===== config.mk =====
export PLATFORM = sky130hd
export DESIGN_NAME = apb_slave_regfile
export DESIGN_NICKNAME = d
export VERILOG_FILES = /design/src/rtl/apb_slave_regfile.sv
export SDC_FILE = /design/constraint.sdc
export NUM_CORES = 1
export LEC_CHECK = 0
export ABC_CLOCK_PERIOD_IN_PS = 3200
export BUFFER_PORTS_ARGS = -buffer_cell sky130_fd_sc_hd__buf_2
export CAP_MARGIN = 20
export CORE_ASPECT_RATIO = 0.75
export CORE_MARGIN = 3
export CORE_UTILIZATION = 40
export CTS_CLUSTER_SIZE = 20
export DETAILED_ROUTE_END_ITERATION = 6
export PLACE_DENSITY = 0.57
export SLEW_MARGIN = 10
export SYNTH_ARGS = -nofsm -noshare
export SYNTH_HDL_FRONTEND = slang
export SYNTH_SLANG_ARGS = --single-unit

===== constraint.sdc =====
create_clock -name pclk -period 3.2 [get_ports pclk]
set_input_delay 0.32 -clock pclk [delete_from_list [all_inputs] [get_ports pclk]]
set_output_delay 0.32 -clock pclk [all_outputs]
set_load 0.005 [all_outputs]

===== src/rtl/apb_slave_regfile.sv =====
// APB completer with a small register file: register 0 is a read-only ID,
// programmable access-phase wait states, error response on bad accesses.
module apb_slave_regfile #(
  parameter int unsigned ADDR_WIDTH  = 8,
  parameter int unsigned DATA_WIDTH  = 32,
  parameter int unsigned NUM_REGS    = 16,
  parameter int unsigned WAIT_STATES = 0,
  parameter logic [DATA_WIDTH-1:0] ID_VALUE = DATA_WIDTH'(32'hA9B0_0001)
) (
  input  logic                        pclk,
  input  logic                        preset,
  input  logic                        psel,
  input  logic                        penable,
  input  logic                        pwrite,
  input  logic [ADDR_WIDTH-1:0]       paddr,
  input  logic [DATA_WIDTH-1:0]       pwdata,
  output logic                        pready,
  output logic [DATA_WIDTH-1:0]       prdata,
  output logic                        pslverr,
  output logic                        wr_pulse,
  output logic [$clog2(NUM_REGS)-1:0] wr_idx
);

  localparam int unsigned IDX_W  = ADDR_WIDTH - 2;
  localparam int unsigned RIDX_W = $clog2(NUM_REGS);
  localparam int unsigned CNT_W  = 4;

  typedef enum logic {ST_IDLE, ST_ACCESS} state_t;

  state_t                  state;
  logic [CNT_W-1:0]        cnt;
  logic                    write_q;
  logic                    err_q;
  logic [RIDX_W-1:0]       idx_q;
  logic [DATA_WIDTH-1:0]   wdata_q;
  logic [DATA_WIDTH-1:0]   regs [NUM_REGS];

  // Setup-phase decode straight from the bus; only ever consumed into flops
  logic [IDX_W-1:0]        setup_idx;
  logic [RIDX_W-1:0]       setup_ridx;
  logic                    setup_err;
  logic [DATA_WIDTH-1:0]   setup_rdata;

  always_comb begin
    setup_idx   = paddr[ADDR_WIDTH-1:2];
    setup_ridx  = RIDX_W'(setup_idx);
    setup_err   = (paddr[1:0] != 2'b00)
                || (32'(setup_idx) >= 32'(NUM_REGS))
                || (pwrite && (setup_idx == '0));
    setup_rdata = (setup_idx == '0) ? ID_VALUE : regs[setup_ridx];
  end

  always_ff @(posedge pclk) begin
    if (preset) begin
      state    <= ST_IDLE;
      cnt      <= '0;
      write_q  <= 1'b0;
      err_q    <= 1'b0;
      idx_q    <= '0;
      wdata_q  <= '0;
      pready   <= 1'b0;
      prdata   <= '0;
      pslverr  <= 1'b0;
      wr_pulse <= 1'b0;
      wr_idx   <= '0;
      for (int unsigned i = 0; i < NUM_REGS; i++) begin
        regs[i] <= '0;
      end
    end else begin
      wr_pulse <= 1'b0;
      pready   <= 1'b0;
      pslverr  <= 1'b0;
      case (state)
        ST_IDLE: begin
          // penable without a preceding setup phase is ignored here
          if (psel && !penable) begin
            state   <= ST_ACCESS;
            cnt     <= CNT_W'(WAIT_STATES);
            write_q <= pwrite;
            idx_q   <= setup_ridx;
            wdata_q <= pwdata;
            err_q   <= setup_err;
            pready  <= (WAIT_STATES == 0);
            pslverr <= setup_err && (WAIT_STATES == 0);
            if (!pwrite) begin
              prdata <= setup_err ? '0 : setup_rdata;
            end
          end
        end
        ST_ACCESS: begin
          if (!psel) begin
            state <= ST_IDLE;
          end else if (penable && pready) begin
            state <= ST_IDLE;
            if (write_q && !err_q) begin
              regs[idx_q] <= wdata_q;
              wr_pulse    <= 1'b1;
              wr_idx      <= idx_q;
            end
          end else if (cnt != '0) begin
            // pready tracks cnt==0 one flop ahead of the counter itself
            cnt     <= cnt - CNT_W'(1);
            pready  <= (cnt == CNT_W'(1));
            pslverr <= err_q && (cnt == CNT_W'(1));
          end else begin
            pready  <= 1'b1;
            pslverr <= err_q;
          end
        end
        default: state <= ST_IDLE;
      endcase
    end
  end

endmodule


==> metrics.txt <==
# TYPE chip_impl_metric gauge
chip_impl_info{name="synth_commonest_cells",value="sky130_fd_sc_hd__and2_1, sky130_fd_sc_hd__edfxtp_1, sky130_fd_sc_hd__mux4_2"} 1
chip_impl_metric{name="grt_start_max_net_pins",unit=""} 57
chip_impl_metric{name="timing.max_cap.violations",unit=""} 0
chip_impl_metric{name="floorplan.die_area",unit="µm²"} 68500
chip_impl_info{name="critical_path.slowest_cell",value="sky130_fd_sc_hd__or4_4"} 1
chip_impl_info{name="cp-startpoint",value="state$_SDFF_PP0_"} 1
chip_impl_info{name="hp-class",value="in2reg"} 1
chip_impl_metric{name="worst_path_largest_cell_delay",unit="ps"} 710
chip_impl_metric{name="synth-edff-count",unit=""} 512
chip_impl_metric{name="cellLeakagePower",unit="nW"} 11.3
chip_impl_metric{name="post-place-ws",unit="ps"} 635
chip_impl_metric{name="detailedPlacementHpwl",unit="µm"} 39900
chip_impl_metric{name="grt_antenna_before_repair",unit=""} 0
chip_impl_metric{name="insertedDiodeCount",unit=""} 0
chip_impl_metric{name="power_density_normalized_to_cell_area",unit="nW/µm²"} 548
chip_impl_metric{name="num_rows",unit=""} 80
chip_impl_metric{name="synth_top_area_share",unit="%"} 58.8
chip_impl_metric{name="drt.antenna.violating_nets",unit=""} 0
chip_impl_metric{name="cts_max_path_buffers",unit=""} 3
chip_impl_info{name="synth_flop_cell",value="sky130_fd_sc_hd__edfxtp_1"} 1
chip_impl_info{name="critical_path.cell_chain",value="nand2_1 -> or4_4 -> nor4_4 -> or2_2 -> buf_12"} 1
chip_impl_metric{name="cts_inserted_buffers",unit=""} 58
chip_impl_metric{name="async_flop_share",unit="%"} 0
chip_impl_info{name="critPathCaptureType",value="flop"} 1
chip_impl_metric{name="critical_path_arrival",unit="ps"} 2800
chip_impl_metric{name="post_synth.cell_area_avg",unit="µm²"} 15.2
chip_impl_metric{name="report.final.setup_viol",unit=""} 0
chip_impl_metric{name="die_width",unit="µm"} 301
chip_impl_info{name="hold_path_endpoint",value="wdata_q[2]$_SDFFE_PP0P_"} 1
chip_impl_info{name="r2r_start",value="state$_SDFF_PP0_"} 1
chip_impl_metric{name="fin_nets",unit=""} 1863
chip_impl_info{name="synth_area_leader_cell",value="sky130_fd_sc_hd__edfxtp_1"} 1
chip_impl_metric{name="synth-seq-area-share",unit="%"} 65.1
chip_impl_metric{name="buffer_ports.inserted",unit=""} 83
chip_impl_metric{name="worst_slack",unit="ps"} 686
chip_impl_metric{name="layout-drive-gt1-share",unit="%"} 21.3
chip_impl_metric{name="tritoncts_num_sinks",unit=""} 594
chip_impl_info{name="cp-start-kind",value="flop"} 1
chip_impl_metric{name="drt_drc_violations_left",unit=""} 0
chip_impl_metric{name="worst_skew_pair_later_pin_latency",unit="ps"} 620
chip_impl_metric{name="grt_pass1_wl",unit="µm"} 103000
chip_impl_metric{name="synth_area",unit="µm²"} 26100
chip_impl_info{name="worst_path_dominant_cell_family",value="simple AND/OR/NAND/NOR gates"} 1
chip_impl_metric{name="vias_per_cell",unit=""} 5.33
chip_impl_metric{name="pin_count",unit=""} 84
chip_impl_metric{name="post_synth_inst_count",unit=""} 1723
chip_impl_metric{name="syn-num-nets",unit=""} 1771
chip_impl_info{name="tritoncts",value="built"} 1
chip_impl_info{name="clock-root-buffer",value="sky130_fd_sc_hd__clkbuf_16"} 1
chip_impl_info{name="grt_setup_unrepaired",value="no"} 1
chip_impl_metric{name="place_congestion",unit=""} 0.761
chip_impl_metric{name="worst_tran_pin_value",unit="ps"} 1030
chip_impl_metric{name="fin_crit_sh",unit="%"} 78.6
chip_impl_metric{name="synth-seq-cells",unit=""} 594
chip_impl_metric{name="vdd_drop_max",unit="mV"} 0.378
chip_impl_metric{name="final-hold-violation-count",unit=""} 0
chip_impl_info{name="min_from",value="pwdata[2]"} 1
chip_impl_metric{name="number_of_iterations_in_the_first_detailed_routing_pass",unit=""} 5
chip_impl_info{name="synth_area_leaders",value="sky130_fd_sc_hd__edfxtp_1, sky130_fd_sc_hd__and2_1, sky130_fd_sc_hd__mux4_2, sky130_fd_sc_hd__dfxtp_1, sky130_fd_sc_hd__mux2i_1"} 1
chip_impl_metric{name="remaining_global_route_overflow",unit=""} 0
chip_impl_metric{name="num_vias",unit=""} 14536
chip_impl_metric{name="yosysWarnings",unit=""} 0
chip_impl_metric{name="crit_path_max_fanout",unit=""} 26
chip_impl_info{name="path_class",value="reg2reg"} 1
chip_impl_metric{name="ctsResizeCount",unit=""} 0
chip_impl_metric{name="finalClockSkew",unit="ps"} 27.2
chip_impl_metric{name="yosys.cell_types.count",unit=""} 47
chip_impl_metric{name="grt_use_total",unit="%"} 20.8
chip_impl_metric{name="setup_tns",unit="ps"} 0
chip_impl_metric{name="min_delay_path_depth",unit=""} 3
chip_impl_info{name="post-synth-top-count-cell",value="sky130_fd_sc_hd__and2_1"} 1
chip_impl_metric{name="wire_per_inst",unit="µm"} 25.7
chip_impl_metric{name="slew_headroom",unit="%"} 31.0
chip_impl_metric{name="timing.final.max_slew_violations",unit=""} 0
chip_impl_metric{name="flow.area_growth_from_synthesis",unit="%"} 14.1
chip_impl_metric{name="fmax_achieved",unit="MHz"} 398
chip_impl_metric{name="min_period",unit="ps"} 2510
chip_impl_metric{name="clk_pin_slew_worst_paths",unit="ps"} 60
chip_impl_metric{name="worstPathRequired",unit="ps"} 3490
chip_impl_metric{name="floorplan.initialDensity",unit="%"} 40.7
chip_impl_metric{name="htree_num_levels",unit=""} 2
chip_impl_info{name="r2r_end",value="regs[4][23]$_SDFFCE_PN0P_"} 1
chip_impl_metric{name="core-area",unit="µm²"} 64200
chip_impl_metric{name="design_power_total",unit="mW"} 16.3
chip_impl_metric{name="routed_wl",unit="µm"} 70100
chip_impl_metric{name="first_global_vias",unit=""} 15139
chip_impl_metric{name="worst-path-buf-inv",unit=""} 1
chip_impl_metric{name="worst_r2r_path_depth",unit=""} 5
chip_impl_metric{name="first_iter_violations",unit=""} 1215
chip_impl_metric{name="worst-r2r-setup-slack",unit="ps"} 690
chip_impl_info{name="outcome",value="finished, final reports clean"} 1
chip_impl_metric{name="die_h",unit="µm"} 227
==> through the flow <==
| stage | utilization, % | cell area (µm²) | instances | hold slack, ps |
|---|---|---|---|---|
| floorplan | - | 26100 | 1723 | 442 |
| global placement | 43.2 | 27700 | 2586 | 430 |
| detailed placement | 43.2 | 27700 | 2586 | 437 |
| CTS | 46.5 | 29800 | 2726 | 3.88 |
| global route | 46.5 | 29800 | 2726 | 29.7 |
| finish | 46.5 | 29800 | 2726 | 61.7 |
==> sequential cells by signal, indices dropped and copies added, names as in the netlist <==
register  flops
regs        512
prdata       32
wdata_q      32
cnt           4
idx_q         4
wr_idx        4
err_q         1
pready        1
pslverr       1
state         1
wr_pulse      1
write_q       1
==> what timing repair did <==
| item | CTS | global route |
|---|---|---|
| hold endpoints to repair | 30 | 0 |
| setup buffers | 0 | 0 |
| hold buffers | 30 | 0 |
==> final cells by class <==
type                    instances  area [µm²]
fillers                      5531       34300
clock inverters                26         160
clock buffers                  84        1660
well taps                     861        1080
multi-input cells             978        8520
flip-flops and latches        594       17000
inverters                       5        18.8
repair buffers                178        1370
==> layout by cell type, fill, tap and decap left out, types with 4 or more instances in the layout <==
master	count
sky130_fd_sc_hd__and2_1	514
sky130_fd_sc_hd__edfxtp_1	512
sky130_fd_sc_hd__mux4_2	128
sky130_fd_sc_hd__dfxtp_1	82
sky130_fd_sc_hd__nand2_1	80
sky130_fd_sc_hd__buf_2	80
sky130_fd_sc_hd__mux2i_1	66
sky130_fd_sc_hd__clkbuf_16	59
sky130_fd_sc_hd__buf_4	55
sky130_fd_sc_hd__a21oi_1	41
sky130_fd_sc_hd__dlygate4sd3_1	30
sky130_fd_sc_hd__a21o_1	25
sky130_fd_sc_hd__o32ai_1	24
sky130_fd_sc_hd__nor2_1	16
sky130_fd_sc_hd__or2_2	16
sky130_fd_sc_hd__clkbuf_1	15
sky130_fd_sc_hd__clkinv_1	13
sky130_fd_sc_hd__nor3_4	12
sky130_fd_sc_hd__buf_12	12
sky130_fd_sc_hd__clkbuf_8	10
sky130_fd_sc_hd__clkinv_2	8
sky130_fd_sc_hd__o22ai_1	6
sky130_fd_sc_hd__a211o_1	6
sky130_fd_sc_hd__inv_1	5
sky130_fd_sc_hd__nor4_4	4
sky130_fd_sc_hd__or3_1	4
sky130_fd_sc_hd__o21ai_0	4
==> power breakdown <==
part           leakage, nW  internal (mW)  total (mW)  switching, mW
Clock                0.896           3.68        6.60           2.93
Combinational         4.47          0.400       0.955          0.555
Sequential            5.97           8.62        8.78          0.157
==> per-layer routing <==
metal | routed length (µm) | global-route usage (%)
met4 | 1910 | 6.11
met1 | 31700 | 29.6
met2 | 32800 | 33.5
met5 | 0 | 0
met3 | 3750 | 3.24
==> worst max path at each step <==
stage / to / cells after the start
4_1_cts: regs[4][27]$_SDFFCE_PN0P_ / 5
5_1_grt: regs[4][27]$_SDFFCE_PN0P_ / 5
2_1_floorplan: regs[3][0]$_SDFFCE_PN0P_ / 5
3_3_place_gp: regs[4][5]$_SDFFCE_PN0P_ / 6
3_5_place_dp: regs[4][20]$_SDFFCE_PN0P_ / 6
6_report: regs[4][23]$_SDFFCE_PN0P_ / 5
==> kinds of logic (layout without fill, tap and decap cells) <==
family                   count (synthesis)  count (layout)  synth area share [%]
flip-flops                             594             594                  65.1
AO/OA/AOI/OAI                          117             117                  3.08
adder cells (fa/ha/maj)                  3               3                 0.144
XOR/XNOR                                 1               1                0.0335
AND/OR/NAND/NOR                        663             663                  15.6
multiplexers                           194             194                  13.6
buffers and inverters                  151             293                  2.44
==> tightest hold or removal path, stage by stage <==
cell	delay [ps]
sky130_fd_sc_hd__buf_2	160
sky130_fd_sc_hd__nand2_1	90
sky130_fd_sc_hd__a21oi_1	60
(Power assumes the default switching activity.)
